`src/rtl/mmio_dbg_bridge_pkg.sv`:
```
// Shared opcodes, default response codes and FSM state encoding for the MMIO debug bridge.
// Latency: none (definitions only).
// Backpressure: none (definitions only).
package mmio_dbg_bridge_pkg;

  localparam int ADDR_W = 15;

  localparam logic [7:0] OP_WR    = 8'h57;  // 'W' addrH addrL data
  localparam logic [7:0] OP_RD    = 8'h52;  // 'R' addrH addrL
  localparam logic [7:0] OP_BURST = 8'h42;  // 'B' addrH addrL count

  localparam logic [7:0] DEF_ACK_BYTE = 8'h2E;
  localparam logic [7:0] DEF_ERR_BYTE = 8'h3F;

  typedef enum logic [2:0] {
    S_IDLE,
    S_GET_AH,
    S_GET_AL,
    S_GET_ARG,
    S_WR,
    S_RD,
    S_RD_WAIT,
    S_RESP
  } state_t;

  function automatic logic is_known_op(input logic [7:0] op);
    return (op == OP_WR) || (op == OP_RD) || (op == OP_BURST);
  endfunction

endpackage

```
`src/rtl/mmio_dbg_bridge_if.sv`:
```
// Command/response byte streams plus the MMIO initiator bus, grouped for the bridge.
// Latency: none (wiring only).
// Backpressure: rx_ready/tx_ready valid-ready handshakes carried through unchanged.
interface mmio_dbg_bridge_if;
  import mmio_dbg_bridge_pkg::*;

  logic [7:0]        rx_data;
  logic              rx_valid;
  logic              rx_ready;
  logic [7:0]        tx_data;
  logic              tx_valid;
  logic              tx_ready;
  logic              bus_re;
  logic              bus_we;
  logic [ADDR_W-1:0] bus_addr;
  logic [7:0]        bus_wdata;
  logic [7:0]        bus_rdata;

  // Bridge side
  modport master (
    input  rx_data, rx_valid,
    output rx_ready,
    output tx_data, tx_valid,
    input  tx_ready,
    output bus_re, bus_we, bus_addr, bus_wdata,
    input  bus_rdata
  );

  // Host byte link and MMIO peripheral side
  modport slave (
    output rx_data, rx_valid,
    input  rx_ready,
    input  tx_data, tx_valid,
    output tx_ready,
    input  bus_re, bus_we, bus_addr, bus_wdata,
    output bus_rdata
  );

endinterface

```
`src/rtl/mmio_dbg_bridge_rsp.sv`:
```
// Single-entry response holding register feeding the tx byte stream.
// Latency: byte loaded at edge N is presented with tx_valid from cycle N+1.
// Backpressure: data/valid held unchanged until i_rdy; loader must wait for it to empty.
module mmio_dbg_bridge_rsp (
  input  logic       clk,
  input  logic       rst_n,
  input  logic       i_load,
  input  logic [7:0] i_dat,
  input  logic       i_rdy,
  output logic       o_vld,
  output logic [7:0] o_dat
);

  logic       r_vld;
  logic [7:0] r_dat;

  // Capture a response byte on load; drop valid once the consumer takes it
  always_ff @(posedge clk or negedge rst_n) begin
    if (!rst_n) begin
      r_vld <= 1'b0;
      r_dat <= 8'h00;
    end else if (i_load) begin
      r_vld <= 1'b1;
      r_dat <= i_dat;
    end else if (r_vld && i_rdy) begin
      r_vld <= 1'b0;
    end
  end

  assign o_vld = r_vld;
  assign o_dat = r_dat;

endmodule

```
`src/rtl/mmio_dbg_bridge.sv`:
```
// Byte-stream command parser driving single-cycle MMIO read/write strobes, with byte responses.
// Latency: strobe 1 cycle after last arg byte; write ack +2, read data +2+RD_LATENCY.
// Backpressure: rx_ready only while parsing; the FSM parks in RESP until the tx byte is taken.
module mmio_dbg_bridge
  import mmio_dbg_bridge_pkg::*;
#(
  parameter int         RD_LATENCY = 1,             // 1..4
  parameter logic [7:0] ACK_BYTE   = DEF_ACK_BYTE,
  parameter logic [7:0] ERR_BYTE   = DEF_ERR_BYTE
) (
  input  logic               clk,
  input  logic               rst_n,
  mmio_dbg_bridge_if.master  mif,
  output logic               busy
);

  localparam logic [1:0] LP_WAIT_LAST = 2'(RD_LATENCY - 1);

  state_t            r_state;
  state_t            w_state_nxt;
  logic              r_live;      // keeps rx_ready low while held in reset
  logic [7:0]        r_op;
  logic [ADDR_W-1:0] r_addr;
  logic [7:0]        r_wdata;
  logic [8:0]        r_cnt;       // reads remaining in a burst, 1..256
  logic [1:0]        r_wait;

  logic              w_rx_fire;
  logic              w_tx_fire;
  logic              w_burst_more;
  logic              w_rsp_load;
  logic [7:0]        w_rsp_dat;
  logic              w_tx_vld;
  logic [7:0]        w_tx_dat;

  assign w_rx_fire    = mif.rx_valid && mif.rx_ready;
  assign w_tx_fire    = w_tx_vld && mif.tx_ready;
  assign w_burst_more = (r_op == OP_BURST) && (r_cnt > 9'd1);

  assign mif.rx_ready  = r_live && (r_state inside {S_IDLE, S_GET_AH, S_GET_AL, S_GET_ARG});
  assign mif.bus_re    = (r_state == S_RD);
  assign mif.bus_we    = (r_state == S_WR);
  assign mif.bus_addr  = r_addr;
  assign mif.bus_wdata = r_wdata;
  assign mif.tx_data   = w_tx_dat;
  assign mif.tx_valid  = w_tx_vld;
  assign busy          = (r_state != S_IDLE);

  mmio_dbg_bridge_rsp u_rsp (
    .clk    (clk),
    .rst_n  (rst_n),
    .i_load (w_rsp_load),
    .i_dat  (w_rsp_dat),
    .i_rdy  (mif.tx_ready),
    .o_vld  (w_tx_vld),
    .o_dat  (w_tx_dat)
  );

  // State register; reset discards any partially received command
  always_ff @(posedge clk or negedge rst_n) begin
    if (!rst_n) begin
      r_state <= S_IDLE;
      r_live  <= 1'b0;
    end else begin
      r_state <= w_state_nxt;
      r_live  <= 1'b1;
    end
  end

  // Next-state decode and response-register load
  always_comb begin
    w_state_nxt = r_state;
    w_rsp_load  = 1'b0;
    w_rsp_dat   = 8'h00;
    case (r_state)
      S_IDLE: begin
        if (w_rx_fire) begin
          if (is_known_op(mif.rx_data)) begin
            w_state_nxt = S_GET_AH;
          end else begin
            w_rsp_load  = 1'b1;
            w_rsp_dat   = ERR_BYTE;
            w_state_nxt = S_RESP;
          end
        end
      end
      S_GET_AH:  if (w_rx_fire) w_state_nxt = S_GET_AL;
      S_GET_AL:  if (w_rx_fire) w_state_nxt = (r_op == OP_RD) ? S_RD : S_GET_ARG;
      S_GET_ARG: if (w_rx_fire) w_state_nxt = (r_op == OP_WR) ? S_WR : S_RD;
      S_WR: begin
        w_rsp_load  = 1'b1;
        w_rsp_dat   = ACK_BYTE;
        w_state_nxt = S_RESP;
      end
      S_RD:      w_state_nxt = S_RD_WAIT;
      S_RD_WAIT: begin
        if (r_wait == LP_WAIT_LAST) begin
          w_rsp_load  = 1'b1;
          w_rsp_dat   = mif.bus_rdata;
          w_state_nxt = S_RESP;
        end
      end
      S_RESP:    if (w_tx_fire) w_state_nxt = w_burst_more ? S_RD : S_IDLE;
      default:   w_state_nxt = S_IDLE;
    endcase
  end

  // Command fields, burst bookkeeping and read-wait counter
  always_ff @(posedge clk or negedge rst_n) begin
    if (!rst_n) begin
      r_op    <= 8'h00;
      r_addr  <= '0;
      r_wdata <= 8'h00;
      r_cnt   <= 9'd0;
      r_wait  <= 2'd0;
    end else begin
      r_wait <= (r_state == S_RD_WAIT) ? r_wait + 2'd1 : 2'd0;
      case (r_state)
        S_IDLE:   if (w_rx_fire) r_op <= mif.rx_data;
        S_GET_AH: if (w_rx_fire) r_addr[ADDR_W-1:8] <= mif.rx_data[6:0];
        S_GET_AL: if (w_rx_fire) r_addr[7:0] <= mif.rx_data;
        S_GET_ARG: begin
          if (w_rx_fire) begin
            if (r_op == OP_WR) r_wdata <= mif.rx_data;
            else               r_cnt   <= {(mif.rx_data == 8'h00), mif.rx_data};
          end
        end
        S_RESP: begin
          if (w_tx_fire && w_burst_more) begin
            r_cnt  <= r_cnt - 9'd1;
            r_addr <= r_addr + 1'b1;
          end
        end
        default: ;
      endcase
    end
  end

endmodule

```
`src/flat_wrapper.sv`:
```
// flat-port wrapper written by rule: the top's interface ports become plain ports
module mmio_dbg_bridge_flat import mmio_dbg_bridge_pkg::*;
#(
  parameter int         RD_LATENCY = 1,                    
  parameter logic [7:0] ACK_BYTE   = DEF_ACK_BYTE,
  parameter logic [7:0] ERR_BYTE   = DEF_ERR_BYTE
)
  (clk, rst_n, busy, mif_rx_data, mif_rx_valid, mif_rx_ready, mif_tx_data, mif_tx_valid, mif_tx_ready, mif_bus_re, mif_bus_we, mif_bus_addr, mif_bus_wdata, mif_bus_rdata);
  mmio_dbg_bridge_if mif_i ();
  input  logic clk;
  input  logic rst_n;
  output logic busy;
  input wire logic [$bits(mif_i.rx_data)-1:0] mif_rx_data;
  input wire logic [$bits(mif_i.rx_valid)-1:0] mif_rx_valid;
  output wire logic [$bits(mif_i.rx_ready)-1:0] mif_rx_ready;
  output wire logic [$bits(mif_i.tx_data)-1:0] mif_tx_data;
  output wire logic [$bits(mif_i.tx_valid)-1:0] mif_tx_valid;
  input wire logic [$bits(mif_i.tx_ready)-1:0] mif_tx_ready;
  output wire logic [$bits(mif_i.bus_re)-1:0] mif_bus_re;
  output wire logic [$bits(mif_i.bus_we)-1:0] mif_bus_we;
  output wire logic [$bits(mif_i.bus_addr)-1:0] mif_bus_addr;
  output wire logic [$bits(mif_i.bus_wdata)-1:0] mif_bus_wdata;
  input wire logic [$bits(mif_i.bus_rdata)-1:0] mif_bus_rdata;
  assign mif_i.rx_data = mif_rx_data;
  assign mif_i.rx_valid = mif_rx_valid;
  assign mif_rx_ready = mif_i.rx_ready;
  assign mif_tx_data = mif_i.tx_data;
  assign mif_tx_valid = mif_i.tx_valid;
  assign mif_i.tx_ready = mif_tx_ready;
  assign mif_bus_re = mif_i.bus_re;
  assign mif_bus_we = mif_i.bus_we;
  assign mif_bus_addr = mif_i.bus_addr;
  assign mif_bus_wdata = mif_i.bus_wdata;
  assign mif_i.bus_rdata = mif_bus_rdata;
  mmio_dbg_bridge #(.RD_LATENCY(RD_LATENCY), .ACK_BYTE(ACK_BYTE), .ERR_BYTE(ERR_BYTE)) u_core (.clk(clk), .rst_n(rst_n), .mif(mif_i), .busy(busy));
endmodule
```
`config.mk`:
```
export PLATFORM = sky130hd
export DESIGN_NAME = mmio_dbg_bridge_flat
export DESIGN_NICKNAME = d
export VERILOG_FILES = /design/src/rtl/mmio_dbg_bridge_pkg.sv /design/src/rtl/mmio_dbg_bridge_if.sv /design/src/rtl/mmio_dbg_bridge_rsp.sv /design/src/rtl/mmio_dbg_bridge.sv /design/src/flat_wrapper.sv
export SDC_FILE = /design/constraint.sdc
export NUM_CORES = 1
export LEC_CHECK = 0
export BUFFER_PORTS_ARGS = -buffer_cell sky130_fd_sc_hd__buf_2
export CAP_MARGIN = 20
export CORE_MARGIN = 2
export CORE_UTILIZATION = 43
export CTS_BUF_LIST = sky130_fd_sc_hd__clkbuf_4 sky130_fd_sc_hd__clkbuf_8
export DETAILED_ROUTE_END_ITERATION = 6
export MAX_ROUTING_LAYER = met4
export SYNTH_ARGS = -nofsm -noshare
export SYNTH_HDL_FRONTEND = slang
export SYNTH_SLANG_ARGS = --single-unit
```
`constraint.sdc`:
```
create_clock -name clk -period 3.95 [get_ports clk]
set_input_delay 0.79 -clock clk [delete_from_list [all_inputs] [get_ports clk]]
set_output_delay 0.79 -clock clk [all_outputs]
set_load 0.005 [all_outputs]
```
# --- Word level (Yosys, flattened, before mapping) ---
# Index checks and enable logic that the tools add are counted.
# Widths: inputs -> output; s select.
word_totals:
  register_bits: 55
  output_inout_bits: 36
op_classes:
  order_cmp: 1
  n_eq_ne: 21
  n_mux: 31
  addsub: 3
  reduce_logical: 22
ops:
  columns: ["op", "count"]
  rows:
  - ["$eq 8x7->1 const B", 6]
  - ["$mux 3", 9]
  - ["$mux 9", 3]
  - ["$mux 8", 3]
  - ["$pmux 3 s8", 1]
  - ["$pmux 8 s3", 1]
  - ["$pmux 9 s2", 1]
  - ["$pmux 8 s2", 1]
  - ["$add 15x1->15 const B", 1]
  - ["$mux 15", 1]
  - ["$ne 2x1->1 const B", 7]
  - ["$pmux 7 s2", 1]
  - ["$eq 3x3->1 const B", 4]
  - ["$gt 9x1->1 const B", 1]
  - ["$reduce_and 3->1", 3]
  - ["$sub 9x1->9 const B", 1]
  - ["$logic_not 8->1", 1]
  - ["$reduce_bool 2->1", 4]
  - ["$mux 7", 1]
  - ["$eq 3x2->1 const B", 2]
  - ["$mux 1", 6]
  - ["$mux 6", 1]
  - ["$reduce_and 6->1", 1]
  - ["$logic_and 1x1->1", 5]
  - ["other kinds (12)", 13]

# --- Depth between registers and ports, before layout ---
# Gate-level depths: netlist (run 1).
depth:
  word_depth: 7
  depth_mapped: 8
  mapped_depth_nobuf: 7

# --- Modules after synthesis ---
# A second synthesis (run 1) with hierarchy kept.
unflattened:
  hier_cells: 311
  area_unflattened_um2: 3145.5
modules_own_cells:
  columns: ["mod", "n_inst", "cells_per_inst", "seq_area_each_um2", "area_each_um2"]
  rows:
  - ["mmio_dbg_bridge", 1, 291, 1151.1, 2776.4]
  - ["mmio_dbg_bridge_rsp", 1, 20, 225.2, 369.1]

# --- Worst setup path after synthesis (run 1) ---
# No wires, ideal clock.
synth_path:
  kind: "register to register"
  from: "register u_core.r_op[5]"
  to: "register u_core.r_wdata[1] (netlist: u_core.mif.bus_wdata[1])"
  arrival_ps: 1997
  path_stages_with_launch: 5
  path_slack_ps: 1828
  path_buffers: 0
  cell_sequence: "dfrtp_1 -> or3b_4 -> or3_4 -> nor4_4 -> mux2_2"
synth_between:
  elab_chain_cells: 2
synth_rtl:
  columns: ["element", "line_no", "rtl"]
  rows:
  - ["start: declaration", "mmio_dbg_bridge.sv:22", "logic [7:0] r_op;"]
  - ["start signal: assignment", "mmio_dbg_bridge.sv:119", "S_IDLE: if (w_rx_fire) r_op <= mif.rx_data;"]
  - ["$eq 8x7->1", "mmio_dbg_bridge.sv:124", "if (r_op == OP_WR) r_wdata <= mif.rx_data;"]
  - ["$reduce_and 3->1 (no source line)", null, null]
  - ["end signal: assignment", "mmio_dbg_bridge.sv:124", null]
  - ["end: declaration", "mmio_dbg_bridge.sv:24", "logic [7:0] r_wdata;"]
# No other way between the ends.
# A chain may end at the register's enable or synchronous reset.

# --- Worst setup path after layout (run 1) ---
layout_path:
  from: "register u_core.r_op[0]"
  to: "register u_core.r_addr[5] (netlist: u_core.mif.bus_addr[5])"
layout_between:
  elab_chain_cells: 5
layout_rtl:
  columns: ["element", "line_no", "rtl"]
  rows:
  - ["$eq 8x7->1", "mmio_dbg_bridge.sv:38", "assign w_burst_more = (r_op == OP_BURST) && (r_cnt > 9'd1);"]
  - ["$logic_and 1x1->1", "mmio_dbg_bridge.sv:38", null]
  - ["$logic_and 1x1->1", "mmio_dbg_bridge.sv:129", "if (w_tx_fire && w_burst_more) begin"]
  - ["$ne 2x1->1 (no source line)", null, null]
  - ["$reduce_and 3->1 (no source line)", null, null]
  - ["end signal: indexed assignment", "mmio_dbg_bridge.sv:120", "S_GET_AH: if (w_rx_fire) r_addr[ADDR_W-1:8] <= mif.rx_data[6:0];"]
  - ["end signal: assignment", "mmio_dbg_bridge.sv:121", "S_GET_AL: if (w_rx_fire) r_addr[7:0] <= mif.rx_data;"]
  - ["end signal: assignment", "mmio_dbg_bridge.sv:131", "r_addr <= r_addr + 1'b1;"]
  - ["end: declaration", "mmio_dbg_bridge.sv:23", "logic [ADDR_W-1:0] r_addr;"]
# No other way between the ends.

==> impl_metrics.json, run 1 <==
{
  "status": "complete, no violations",
  "setup_total_negative_slack_ns": 0,
  "start_util_pct": 43.8,
  "synth_nets": 360,
  "worst_ir_drop_vdd_mv": 0.262,
  "hp-class": "register to register",
  "async_reset_ff_share_pct": 100,
  "row_count": 31,
  "drv_slew": 0,
  "postCtsHoldBufs": 0,
  "cts_inserted_buffers": 5,
  "coreArea_um2": 7180,
  "clock_latency_ns": 0.31,
  "postCtsSetupRepairBufs": 0,
  "vias": 2800,
  "post_drt_wl_per_cell_um": 16.8,
  "max_cap_violations": 0,
  "firstDrtPassIters": 5,
  "cp-end-kind": "register",
  "io_buffers": 55,
  "synth-seq-cells": 55,
  "chipHeight_um": 89.5,
  "drt-vias-per-instance": 5.79,
  "register_area_um2": 1380,
  "max-slew-margin-rel_pct": 30.9,
  "clk_pin_slew_ns": 0.10,
  "track_usage_pct": 21.3,
  "power_density_nw_per_um2": 657,
  "final_cell_area_um2": 3630,
  "hold_viol_final": 0,
  "gp_congestion": 0.875,
  "layout_min_cycle_time_ns": 2.51,
  "drt-total-wl_mm": 8.12,
  "fillerInstances": 703,
  "syn_area_um2": 3140,
  "crit_type": "register to register",
  "fin_cells": 484,
  "drc_errors": 0,
  "antenna_found_initial": 0,
  "grt_pass1_wl_mm": 12.6,
  "clock.fmax_mhz": 399,
  "cts_tree": "yes",
  "yosys.cell_types.count": 63,
  "h-tree-depth": 2,
  "p_leak_nw": 1.63,
  "placed_area_um2": 3490,
  "crit_arrival_ns": 2.75,
  "ys_dominant_reg_cell": "dfrtp_1",
  "cp-start-kind": "register",
  "setup_viol_count_final": 0,
  "clockRootBuffer": "clkbuf_8",
  "post-layout-total-power_mw": 2.38,
  "cts_resized": 0,
  "cts_sinks": 55,
  "die_x_um": 89.5,
  "multi_input_area_um2": 1650,
  "rsz0062_at_grt": "false",
  "grt_max_degree": 40,
  "ant_nets": 0,
  "required_ns": 4.19,
  "yosys.area.top_type_share_pct": 43.8,
  "drtIter0Drc": 174,
  "first_global_vias": 2442,
  "die-area_um2": 8010,
  "fin_worst_skew_ns": 0.00271,
  "dp_hpwl_mm": 5.70,
  "worst_slew_pin_slew_ns": 1.03,
  "path_max_fanout": 16,
  "ys_seq_area_share_pct": 43.8,
  "synth_edf_count": 0,
  "diodes": 0,
  "synthTopCellsByArea": "dfrtp_1, mux2_2, nand2_1, o21ai_0, nor2_1",
  "cts.path.max_buffers": 2,
  "whs_ns": 0.502,
  "pin_count": 56,
  "yosysWarnings": 0,
  "postSynthCellCount": 336,
  "synth_largest_area_cell": "dfrtp_1",
  "area_growth_pct": 15.5,
  "place_inst": 476,
  "drive_above_1_share_pct": 23.4,
  "final.period_utilization_pct": 63.5,
  "grt_overflow": 0,
  "syn_avg_cell_area_um2": 9.35,
  "final_nets": 408
}
==> per-layer routing <==
metal	global-route usage [%]	vias up	wire, um
li1	-	1336	-
met3	3.23	14	445
met4	6.65	0	150
met1	30.7	1357	3850
met5	-	-	0
met2	30.6	93	3680
==> cell usage after synthesis, types with 2 or more instances <==
cell / number
o22a_1: 2
clkbuf_1: 13
o41a_1: 2
nand4_1: 3
nor2_1: 23
o21ai_0: 20
o21a_1: 2
ha_1: 4
dfrtp_1: 55
a21oi_1: 17
inv_1: 15
nor4bb_1: 2
mux2i_1: 6
nor2b_1: 4
o32a_1: 2
and2_1: 7
nand2_1: 30
mux2_2: 16
buf_2: 2
a41oi_1: 2
and3_1: 8
nor3_1: 10
a31oi_1: 4
or3_1: 5
a2bb2oi_1: 2
a211oi_1: 4
nor4_1: 7
a21o_1: 3
o311ai_0: 4
a221oi_1: 2
o22ai_1: 9
a21boi_0: 3
nand3_1: 17
nand2b_1: 2
==> worst max-delay path: stages (launching register included) <==
cell,delay [ns]
dfrtp_1,0.40
or4b_4,0.57
nor3_4,0.19
nand3_1,0.49
or4_1,0.66
a2bb2oi_1,0.14
==> path summary, 6_finish.rpt <==
check / from / to / slack (ns) / depth (start not counted)
max reg2reg: u_core.r_op[0] / u_core.mif.bus_addr[5] / 1.44 / 5
max in group asynchronous: rst_n / u_core.r_state[1] / 2.59 / 2
max: u_core.r_op[0] / u_core.mif.bus_addr[5] / 1.44 / 5
min reg2reg: u_core.u_rsp.o_dat[1] / u_core.u_rsp.o_dat[1] / 0.50 / 2
min: u_core.u_rsp.o_dat[1] / u_core.u_rsp.o_dat[1] / 0.50 / 2
min in group asynchronous: rst_n / u_core.mif.bus_addr[12] / 0.59 / 1
==> stage by stage <==
stage          worst slack (ns)  util [%]
2_1_floorplan              1.83         -
3_3_place_gp               1.51      48.7
3_5_place_dp               1.46      48.7
4_1_cts                    1.45      50.6
5_1_grt                    1.25      50.6
6_report                   1.44      50.6
==> layout make-up <==
cell class,instances,share of cell area (%)
sequential,55,37.9
tap,99,3.41
clock inverter,2,1.65
inverter,15,1.55
timing repair buffer,57,8.00
multi-input combinational,250,45.4
clock buffer,6,2.10
==> where the power goes <==
part | switching (mW) | internal, mW | total [mW]
Sequential | 0.241 | 0.768 | 1.01
Clock | 0.188 | 0.260 | 0.448
Combinational | 0.517 | 0.411 | 0.928
Total | 0.945 | 1.44 | 2.38
==> placed cells by master (no fill, tap or decap), drive strengths merged, types with 3 or more instances in the layout <==
cell	count
buf	57
dfrtp	55
nand2	30
nor2	23
o21ai	20
a21oi	17
nand3	17
mux2	17
inv	15
nor3	12
o22ai	9
and3	8
and2	8
nor4	8
mux2i	6
or3	6
clkbuf	6
nor2b	4
o311ai	4
a211oi	4
a31oi	4
ha	4
nand4	4
a21o	3
a21boi	3
==> state kept, by name, indices dropped and copies added (netlist names) <==
name and cells:
u_core.r_live 1, u_core.r_wait 2, u_core.mif.bus_wdata 8, u_core.r_cnt 9
u_core.r_op 8, u_core.u_rsp.o_vld 1, u_core.r_state 3, u_core.mif.bus_addr 15
u_core.u_rsp.o_dat 8
==> logic make-up (layout without fill, tap and decap cells) <==
group	count (synthesis)	after routing	synth area share [%]
AND/OR/NAND/NOR	133	133	23.5
XOR/XNOR	1	1	0.279
multiplexers	23	23	8.12
buffers and inverters	31	80	3.78
adder cells (fa/ha/maj)	4	4	1.59
other	1	1	0.119
flip-flops	55	55	43.8
AO/OA/AOI/OAI	88	88	18.8
(Power assumes the default switching activity.)
==> inputs of run 2 (changes only) <==
Settings changed: PLACE_DENSITY set to 0.67.
Clock period 3.95 ns to 2.1 ns, I/O delays scaled along.
==> run 2 against run 1 <==
The flow now finishes with violations (negative setup slack). Sequential power grew 84%. Via count increased by 4.0%. Design area rose by 8.7%. Clock skew is 0.0058 ns higher. Power rose by 96%.
==> impl_metrics.json, run 2 (synthesis gave the netlist of run 1 again) <==
{
  "drtIter0Drc": 189,
  "cts_inserted_buffers": 5,
  "power_density_nw_per_um2": 1190,
  "max-slew-margin-rel_pct": 65.1,
  "area_growth_pct": 25.6,
  "placed_area_um2": 3670,
  "power_frac_comb_pct": 44.6,
  "status": "complete, but fails checks",
  "post_drt_wl_per_cell_um": 16.6,
  "die-area_um2": 8010,
  "max_cap_violations": 0,
  "cts_sinks": 55,
  "p_sw_mw": 1.90,
  "ff2ff_path_depth": 6,
  "utilization_pct": 55.0,
  "p_leak_nw": 1.77,
  "vias": 2913,
  "cts_tree": "yes",
  "crit_type": "register to register",
  "h-tree-depth": 2,
  "firstDrtPassIters": 4,
  "final.period_utilization_pct": 101,
  "drc_errors": 0,
  "pwr-share-clk_pct": 15.7,
  "ant_nets": 0,
  "gp_congestion": 0.912,
  "postCtsHoldBufs": 0,
  "start_util_pct": 43.8,
  "die_x_um": 89.5,
  "cp-start-kind": "register",
  "pwr-share-seq_pct": 39.7,
  "drt-total-wl_mm": 8.43,
  "most-common-layout-cells": "buf_2, dfrtp_1, nand2_1",
  "layout_setup_ws_ns": -0.0299,
  "hp-class": "input port to asynchronous set/reset pin",
  "hold_viol_final": 0,
  "cp-end-kind": "register",
  "setup_viol_count_final": 2,
  "drive_above_1_share_pct": 32.3,
  "track_usage_pct": 21.9,
  "post-place-ws_ns": 0.000596,
  "drv_slew": 0,
  "largest_register_ff_count": 15,
  "cts.path.max_buffers": 2,
  "rsz0062_at_grt": "true",
  "dp_hpwl_mm": 5.89,
  "drt-vias-per-instance": 5.73,
  "sw_frac_of_total_pct": 40.5,
  "layout_min_cycle_time_ns": 2.13,
  "clk_pin_slew_ns": 0.10,
  "first_global_vias": 2569,
  "required_ns": 2.31,
  "path_max_fanout": 5,
  "pin_count": 56,
  "coreArea_um2": 7180,
  "p_int_mw": 2.79,
  "violations": "negative setup slack",
  "post-layout-total-power_mw": 4.68,
  "chipHeight_um": 89.5,
  "io_buffers": 55,
  "worst_ir_drop_vdd_mv": 0.544,
  "row_count": 31,
  "clock.fmax_mhz": 470,
  "antenna_found_initial": 0,
  "diodes": 0,
  "clockRootBuffer": "clkbuf_8",
  "crit_arrival_ns": 2.34,
  "whs_ns": 0.0828,
  "clock_latency_ns": 0.32,
  "grt_overflow": 0,
  "final_nets": 432,
  "fin_worst_skew_ns": 0.00855,
  "grt_max_degree": 56,
  "final_common_cell": "buf_2",
  "final_cell_area_um2": 3950,
  "worst_slew_pin_slew_ns": 0.521,
  "grt_pass1_wl_mm": 13.0
}
==> run 2: changes by cell type in the layout (fill, tap and decap cells not counted), moves of 3 or more <==
cell,previous run,this run
o22ai_2,0,3
o311ai_1,0,4
a211oi_1,4,1
o21ai_1,0,3
nor4_2,0,4
buf_6,0,3
nor4_1,7,3
o311ai_0,4,0
buf_4,2,21
o22ai_1,9,6
o21ai_0,20,17
==> run 2: worst max-delay path, stage by stage (launching register included) <==
cell	delay [ns]
dfrtp_1	0.41
or4b_4	0.58
nor3_4	0.25
buf_6	0.14
nand4_4	0.11
a21o_4	0.25
mux2_4	0.29
==> run 2: path summary, 6_finish.rpt <==
| kind | startpoint | end | slack, ns |
|---|---|---|---|
| max | u_core.r_op[3] | u_core.r_cnt[1] | -0.03 |
| min | rst_n | u_core.mif.bus_addr[5] | 0.08 |
| max reg2reg | u_core.r_op[3] | u_core.r_cnt[1] | -0.03 |
| min reg2reg | u_core.u_rsp.o_dat[2] | u_core.u_rsp.o_dat[2] | 0.51 |
| max in group asynchronous | rst_n | u_core.r_state[1] | 1.75 |
| min in group clk | mif_bus_rdata[3] | u_core.u_rsp.o_dat[3] | 0.32 |
==> run 2: power groups by stage <==
stage	Sequential, mW	Combinational (mW)	Clock (mW)
2_1_floorplan	1.78	1.26	0
3_3_place_gp	1.84	1.91	0
3_5_place_dp	1.86	1.95	0
4_1_cts	1.85	1.96	0.756
5_1_grt	1.93	2.30	0.811
6_report	1.86	2.09	0.735
==> run 2: layout make-up <==
type | count | area, um^2
timing repair buffer | 81 | 502
tap | 99 | 124
clock buffer | 6 | 82.6
inverter | 15 | 56.3
multi-input combinational | 250 | 1770
sequential | 55 | 1380
clock inverter | 2 | 35.0
fill | 655 | 3230
==> run 2: through the flow <==
step                      std cells  TNS, ns
after floorplan                 336        0
after global placement          498        0
after detailed placement        498        0
after CTS                       506        0
after global routing            508    -1.36
final                           508  -0.0314
==> run 2: layer usage <==
| layer | GRT usage, % | vias to the layer above | share of wire (%) |
|---|---|---|---|
| met5 | - | - | 0 |
| met4 | 7.19 | 0 | 1.8 |
| met3 | 4.80 | 16 | 5.4 |
| met2 | 31.0 | 100 | 46 |
| met1 | 30.9 | 1406 | 46 |
| li1 | - | 1391 | - |
==> run 2: repair_timing <==
action,in CTS,in global routing
gates cloned,0,0
endpoints found under the setup margin,3,14
buffers inserted,0,2
gates resized for setup,3,31
pin swaps,0,14
